`config.mk`:
```
export PLATFORM = sky130hd
export DESIGN_NAME = fifo_sync_param
export DESIGN_NICKNAME = d
export VERILOG_FILES = /design/src/rtl/fifo_sync_param.sv
export SDC_FILE = /design/constraint.sdc
export NUM_CORES = 1
export LEC_CHECK = 0
export ABC_AREA = 1
export BUFFER_PORTS_ARGS = -buffer_cell sky130_fd_sc_hd__buf_2
export CAP_MARGIN = 20
export CORE_UTILIZATION = 45
export CTS_CLUSTER_SIZE = 25
export DETAILED_ROUTE_END_ITERATION = 12
export GPL_TIMING_DRIVEN = 0
export PLACE_DENSITY = 0.72
export SYNTH_ARGS = -nofsm -noshare
export SYNTH_HDL_FRONTEND = slang
export SYNTH_SLANG_ARGS = --single-unit
```
`constraint.sdc`:
```
create_clock -name clk -period 4.9 [get_ports clk]
set_input_delay 0 -clock clk [delete_from_list [all_inputs] [get_ports clk]]
set_output_delay 0 -clock clk [all_outputs]
set_load 0.01 [all_outputs]
```
`src/rtl/fifo_sync_param.sv`:
```
// -----------------------------------------------------------------------------
// fifo_sync_param
// Parametrised single-clock synchronous FIFO with occupancy count,
// almost-full / almost-empty thresholds and sticky overflow / underflow flags.
//
// Optional feature macro: FIFO_FWFT_EN
//   undefined : registered-read mode. The popped word appears on data_out one
//               clock after an accepted read, with read_valid high for that
//               single cycle.
//   defined   : first-word-fall-through mode. data_out always shows the head
//               entry, read_valid = !empty, and read_en acknowledges the
//               presented word.
//
// Parameters:
//   WIDTH      data word width (>=1)
//   DEPTH      number of entries (>=2, any value, not only powers of two)
//   AFULL_THR  almost_full  when count >= AFULL_THR
//   AEMPTY_THR almost_empty when count <= AEMPTY_THR
//
// Ports:
//   clk, rst      clock (rising edge); asynchronous active-high reset
//   data_in       write data
//   write_en      write request
//   read_en       read request / acknowledge
//   clr_err       clears overflow and underflow (a same-cycle set wins)
//   data_out      read data
//   read_valid    data_out carries a valid word
//   empty, full, almost_empty, almost_full   registered status flags
//   count         current occupancy
//   overflow      sticky: a write was rejected since the last clear
//   underflow     sticky: a read was rejected since the last clear
// -----------------------------------------------------------------------------
module fifo_sync_param #(
  parameter int WIDTH      = 8,
  parameter int DEPTH      = 16,
  parameter int AFULL_THR  = DEPTH - 2,
  parameter int AEMPTY_THR = 2
) (
  input  logic                       clk,
  input  logic                       rst,
  input  logic [WIDTH-1:0]           data_in,
  input  logic                       write_en,
  input  logic                       read_en,
  input  logic                       clr_err,
  output logic [WIDTH-1:0]           data_out,
  output logic                       read_valid,
  output logic                       empty,
  output logic                       full,
  output logic                       almost_empty,
  output logic                       almost_full,
  output logic [$clog2(DEPTH+1)-1:0] count,
  output logic                       overflow,
  output logic                       underflow
);

  localparam int CW = $clog2(DEPTH + 1);
  localparam int PW = (DEPTH > 1) ? $clog2(DEPTH) : 1;

  // Explicit wrap so non-power-of-two depths work.
  function automatic logic [PW-1:0] ptr_inc(input logic [PW-1:0] p);
    if (p == PW'(DEPTH - 1)) return '0;
    else                     return p + PW'(1);
  endfunction

  logic [WIDTH-1:0] mem [DEPTH];
  logic [PW-1:0]    wr_ptr, rd_ptr;
  logic [PW-1:0]    wr_ptr_nxt, rd_ptr_nxt;
  logic [CW-1:0]    count_nxt;
  logic             rd_acc, wr_acc;
  logic             ovf_set, unf_set;
  logic [WIDTH-1:0] dout_p1;
  logic             vld_p1;
`ifdef FIFO_FWFT_EN
  logic [WIDTH-1:0] head_nxt;
`endif

  // Stage p0: accept decisions and next-state computation
  always_comb begin
    // Reads are judged on the registered state only, so a same-cycle write
    // never makes an empty FIFO readable.
    rd_acc     = read_en && !empty;
    wr_acc     = write_en && (!full || rd_acc);
    ovf_set    = write_en && !wr_acc;
    unf_set    = read_en && !rd_acc;
    wr_ptr_nxt = wr_acc ? ptr_inc(wr_ptr) : wr_ptr;
    rd_ptr_nxt = rd_acc ? ptr_inc(rd_ptr) : rd_ptr;
    count_nxt  = count;
    if (wr_acc && !rd_acc)      count_nxt = count + CW'(1);
    else if (rd_acc && !wr_acc) count_nxt = count - CW'(1);
  end

`ifdef FIFO_FWFT_EN
  // The next head is the word being written this cycle when the read pointer
  // lands on the write slot (FIFO empty, or draining its last entry).
  always_comb begin
    head_nxt = mem[rd_ptr_nxt];
    if (wr_acc && (rd_ptr_nxt == wr_ptr)) head_nxt = data_in;
  end
`endif

  // Storage is deliberately not reset; the !rst guard keeps writes out while
  // reset is held.
  always_ff @(posedge clk) begin
    if (wr_acc && !rst) mem[wr_ptr] <= data_in;
  end

  // Stage p1: registered pointers, count, flags and output word
  always_ff @(posedge clk or posedge rst) begin
    if (rst) begin
      wr_ptr       <= '0;
      rd_ptr       <= '0;
      count        <= '0;
      empty        <= 1'b1;
      full         <= 1'b0;
      almost_empty <= 1'b1;
      almost_full  <= 1'b0;
      overflow     <= 1'b0;
      underflow    <= 1'b0;
      dout_p1      <= '0;
      vld_p1       <= 1'b0;
    end else begin
      wr_ptr       <= wr_ptr_nxt;
      rd_ptr       <= rd_ptr_nxt;
      count        <= count_nxt;
      empty        <= (count_nxt == '0);
      full         <= (count_nxt == CW'(DEPTH));
      almost_empty <= (count_nxt <= CW'(AEMPTY_THR));
      almost_full  <= (count_nxt >= CW'(AFULL_THR));
      // Set has priority over clear.
      overflow     <= ovf_set || (overflow && !clr_err);
      underflow    <= unf_set || (underflow && !clr_err);
`ifdef FIFO_FWFT_EN
      vld_p1       <= (count_nxt != '0);
      if (count_nxt != '0) dout_p1 <= head_nxt;
`else
      vld_p1       <= rd_acc;
      if (rd_acc) dout_p1 <= mem[rd_ptr];
`endif
    end
  end

  assign data_out   = dout_p1;
  assign read_valid = vld_p1;

endmodule
```
After elaboration in Yosys (flattened, before gate mapping)
Memory sizes are Yosys's and may differ from the RTL's. A register that Yosys moved wholly into a read port is not among the register bits. Cells that the tools add are included.

Output and inout port bits: 20. Bits in registers: 20. Input port bits: 13. Memories kept: 1. Memory bits (writable): 128. Logic and storage cells: 45.

Reductions and logical operators: 19. Eq/ne operators: 3. Add/sub/neg operators: 4. Multiplexer cells: 6. $lt $le $gt $ge: 2.

Memories: mem (depth 16, width 8, read ports 1, clocked after memory_dff 1, write ports 1, line 65) `logic [WIDTH-1:0] mem [DEPTH];`.

Operators with widths (count): two-way mux 5 bit (2); logical AND 1 bit (9); adder 4 x 1 -> 4 bit, second input constant (2); == test 4 bit, second input constant (2); two-way mux 4 bit (2); zero test 1 bit (6); adder 5 x 1 -> 5 bit, second input constant (1); == test 5 bit, second input constant (1); greater-or-equal comparator 5 x 4 -> 1 bit, second input constant (1); less-or-equal comparator 5 x 2 -> 1 bit, second input constant (1); zero test 5 bit (1); subtractor 5 x 1 -> 5 bit, second input constant (1); logical OR 1 bit (3); two-way mux 1 bit (2).

Depth between registers and ports, before layout
Word-level depth: 9. Depth in mapped cells: 11. Depth with buffers taken out: 10.

Least setup slack after synthesis
Ideal clock, no wire load.

Path kind: register -> register. Start: register empty. End: memory mem[11][0], enable pin. Data required time: 4517 ps. Path slack: 2974 ps. Period minus slack after synthesis: 1926 ps. Arrival: 1542 ps. Setup time: 383 ps. Path buffers: 1. Cell stages (with the launch flop): 9. Cells stage by stage: dfstp_2 > inv_2 > nand2_2 > buf_6 > nand2_2 > nand2_2 > inv_2 > nand2_2 > nor3_1.

Word-level cells in the longest chain between the ends: 7.

Ends and longest elaborated chain: from (decl) (line 47) `output logic empty,`; from (signal assigned) (line 125) `empty <= (count_nxt == '0);`; zero test 1 bit (line 81) `rd_acc = read_en && !empty;`; logical AND 1 bit (line 81); logical OR 1 bit (line 82) `wr_acc = write_en && (!full || rd_acc);`; logical AND 1 bit (line 82); logical AND 1 bit (line 104) `if (wr_acc && !rst) mem[wr_ptr] <= data_in;`; two-way mux 1 bit (line 104); two-way mux 1 bit (not written as such) (line 104); to (decl) (line 65).

No other way between the ends.

Worst setup path in the final report
Start: register empty. End: memory mem[13][4], enable pin.

The elaborated chain is that of the path after synthesis.

==> impl_metrics.yaml <==
finish:
  drive_above_1_share_pct: 15.8
  num-fill-cells: 1213
  layout_common_cells: "nand2_1 (222), edfxtp_1 (128), nand3_1 (110)"
  fin_nets: 696
  syn_to_final_growth_pct: 16.6
  fin_util_pct: 53.5
  antennaDiodeCount: 0
  final_common_cell: "nand2_1"
synthesis:
  async_reset_ff_share_pct: 17.9
  synth_cell_types: 33
  synth.top_cells.by_area: "edfxtp_1 (58%), nand2_1 (13%), dfrtp_1 (9.8%), nand3_1 (8.3%), ha_1 (1.3%)"
  avgSynthCellArea_um2: 10.9
  ys_seq_elements: 156
  syn-num-nets: 630
  yosysTopAreaCellShare_pct: 57.9
  yosysWarnings: 0
  syn_inst: 610
  syn_area_mm2: 0.00664
  synth_top_flop_cell: "edfxtp_1"
  ys_seq_area_share_pct: 68.5
  synth_edf_count: 128
  yosysTopAreaCell: "edfxtp_1"
detailed_routing:
  vias: 4656
  ant_nets: 0
  viasPerCell: 5.33
  routed_wirelength_um: 15500
  post_drt_wl_per_cell_um: 17.7
  drt_iter0_drc: 580
  drt_first_pass_iters: 5
  drc: 0
critical_path:
  crit_type: "register to register"
  rr_endpoint: "mem[13][4]"
  rr_worst_depth: 8
  crit_required_ns: 4.96
  worst-endpoint-arrival_ns: 2.33
  start_kind: "register"
  timing.rr.start: "empty"
  r2r_setup_slack_ns: 2.63
  path_max_fanout: 10
  crit_path_end_kind: "register"
grt:
  grt_start_max_net_pins: 29
  met1_usage_pct: 28.5
  met3_usage_pct: 5.21
  grt_use_met2_pct: 34.7
  grt_pass1_wl_um: 23000
  top_usage_layer: "met2"
  grt_usage_pct: 21.7
  antenna_found_initial: 0
  grt_pass1_vias: 4310
  overflow: 0
power:
  power.leakage_nw: 3.14
  intPower_mw: 2.75
  ir_worst_vdd_v: 0.000352
  swShare_pct: 38.9
  clkPwrFrac_pct: 27.4
  total_power_mw: 4.50
  p_comb_share_pct: 35.4
  seqPwrFrac_pct: 37.2
  power_density_mw_per_mm2: 582
  switchingPower_mw: 1.75
sta:
  slew_headroom_pct: 47.7
  min_period_ns: 2.27
  finalHoldViolCount: 0
  finalCritPeriodShare_pct: 46.3
  rsz0062_at_grt: "no"
  fin_tns_setup_ns: 0
  max_freq_ghz: 0.441
  worst_slew_pin_slew_ns: 0.782
  worst_slack_ns: 2.63
  final_max_slew_viol_count: 0
  finalClockSkew_ns: 0.0152
  setup_viol: 0
die:
  die_area_mm2: 0.0152
  pin_count: 33
  coreArea_mm2: 0.0145
  start_util_pct: 45.9
  die_w_um: 123
  die_h_um: 123
  rows: 44
outcome:
  outcome: "finished clean"
place:
  gp_congestion: 0.906
  hpwl_um: 10500
  io_buffer_count: 32
  place_ws_ns: 2.52
clocking:
  htree_num_levels: 4
  cts.clk_slew.worst_paths_ns: 0.07
  ctsResizeCount: 0
  ctsLongestPathBuffers: 2
  clock_latency_ns: 0.44
  tritoncts: "built"
  numCtsBuffers: 17
  clock-root-buffer: "clkbuf_16"
  clkSinkCount: 156
hold_path:
  hold_depth: 1
  whs_endpoint: "mem[15][4]"
  hold_class: "primary input to register"
  worstHoldStart: "data_in[4]"
run:
  maxCapViolations: 0
[timing repair]
action                                 in CTS  in global routing
endpoints found under the hold margin     115                  0
setup buffers                               0                  0
hold buffers                               10                  0
[registers in the layout, summed over array words and instances (netlist names)]
name,cells
rd_ptr,4
underflow,1
count,5
overflow,1
almost_full,1
read_valid,1
mem,128
empty,1
almost_empty,1
data_out,8
wr_ptr,4
full,1
[worst max-delay path by stage]
stage	start	to	slack (ns)	cells past startpoint
2_1_floorplan	empty	mem[11][0]	2.97	8
3_3_place_gp	empty	mem[7][5]	2.48	8
3_5_place_dp	empty	mem[11][6]	2.52	8
4_1_cts	empty	mem[11][1]	2.51	8
5_1_grt	empty	mem[10][2]	2.55	8
6_report	empty	mem[13][4]	2.63	8
[power groups by stage]
stage	combinational (mW)	sequential (mW)	clock, mW
2_1_floorplan	1.02	1.72	0
3_3_place_gp	1.52	1.70	0
3_5_place_dp	1.55	1.70	0
4_1_cts	1.56	1.68	1.24
5_1_grt	1.76	1.70	1.30
6_report	1.59	1.68	1.23
[cells in the mapped netlist, types with 5 or more instances]
library cell and count:
o21ai_0 6, nand2_1 222, nor3_1 5, nand3_1 110, nand2_2 8, edfxtp_1 128, xor2_1 6, nor2_1 21
dfrtp_1 26, clkbuf_1 8, ha_1 7, buf_2 14, inv_1 19
[final cells by class]
type,instances,area [um^2],share of cell area [%]
inverter,22,82.6,1.07
timing repair buffer,47,313,4.04
multi-input combinational,403,1860,24.0
buffer,29,154,1.99
sequential,156,4550,58.7
tap,184,230,2.97
clock inverter,15,133,1.71
clock buffer,17,425,5.49
[kinds of logic after synthesis]
family	synth area share, %
fa+ha+maj	1.32
flops	68.5
xor+xnor	0.791
compound gates	0.980
buf+inv	3.56
simple gates	24.9
[metal layers]
| layer | share of wire, % | routed length, um | vias to the layer above |
|---|---|---|---|
| met5 | 0 | 0 | - |
| met4 | 1.7 | 260 | 0 |
| met3 | 8.6 | 1340 | 20 |
| met2 | 48 | 7400 | 205 |
| met1 | 42 | 6480 | 2224 |
| li1 | - | - | 2207 |
[per-stage QoR]
stage / std cells / area [um^2] / hold WS (ns)
finish: 873 / 7740 / 0.0146
floorplan: 610 / 6640 / 0.0639
global placement: 826 / 7030 / 0.205
global route: 873 / 7740 / 0.00730
detailed placement: 829 / 7050 / 0.207
CTS: 871 / 7710 / 0.000444
[worst max-delay path, cell delays in order, from the launching register on]
cell,delay [ns]
dfstp_2,0.39
inv_2,0.07
nand2_2,0.07
buf_6,0.15
nand2_2,0.07
nand2_2,0.12
nor2_1,0.19
nand2_1,0.20
nor2_1,0.65
Note: power is estimated with default switching activity, not from simulation.
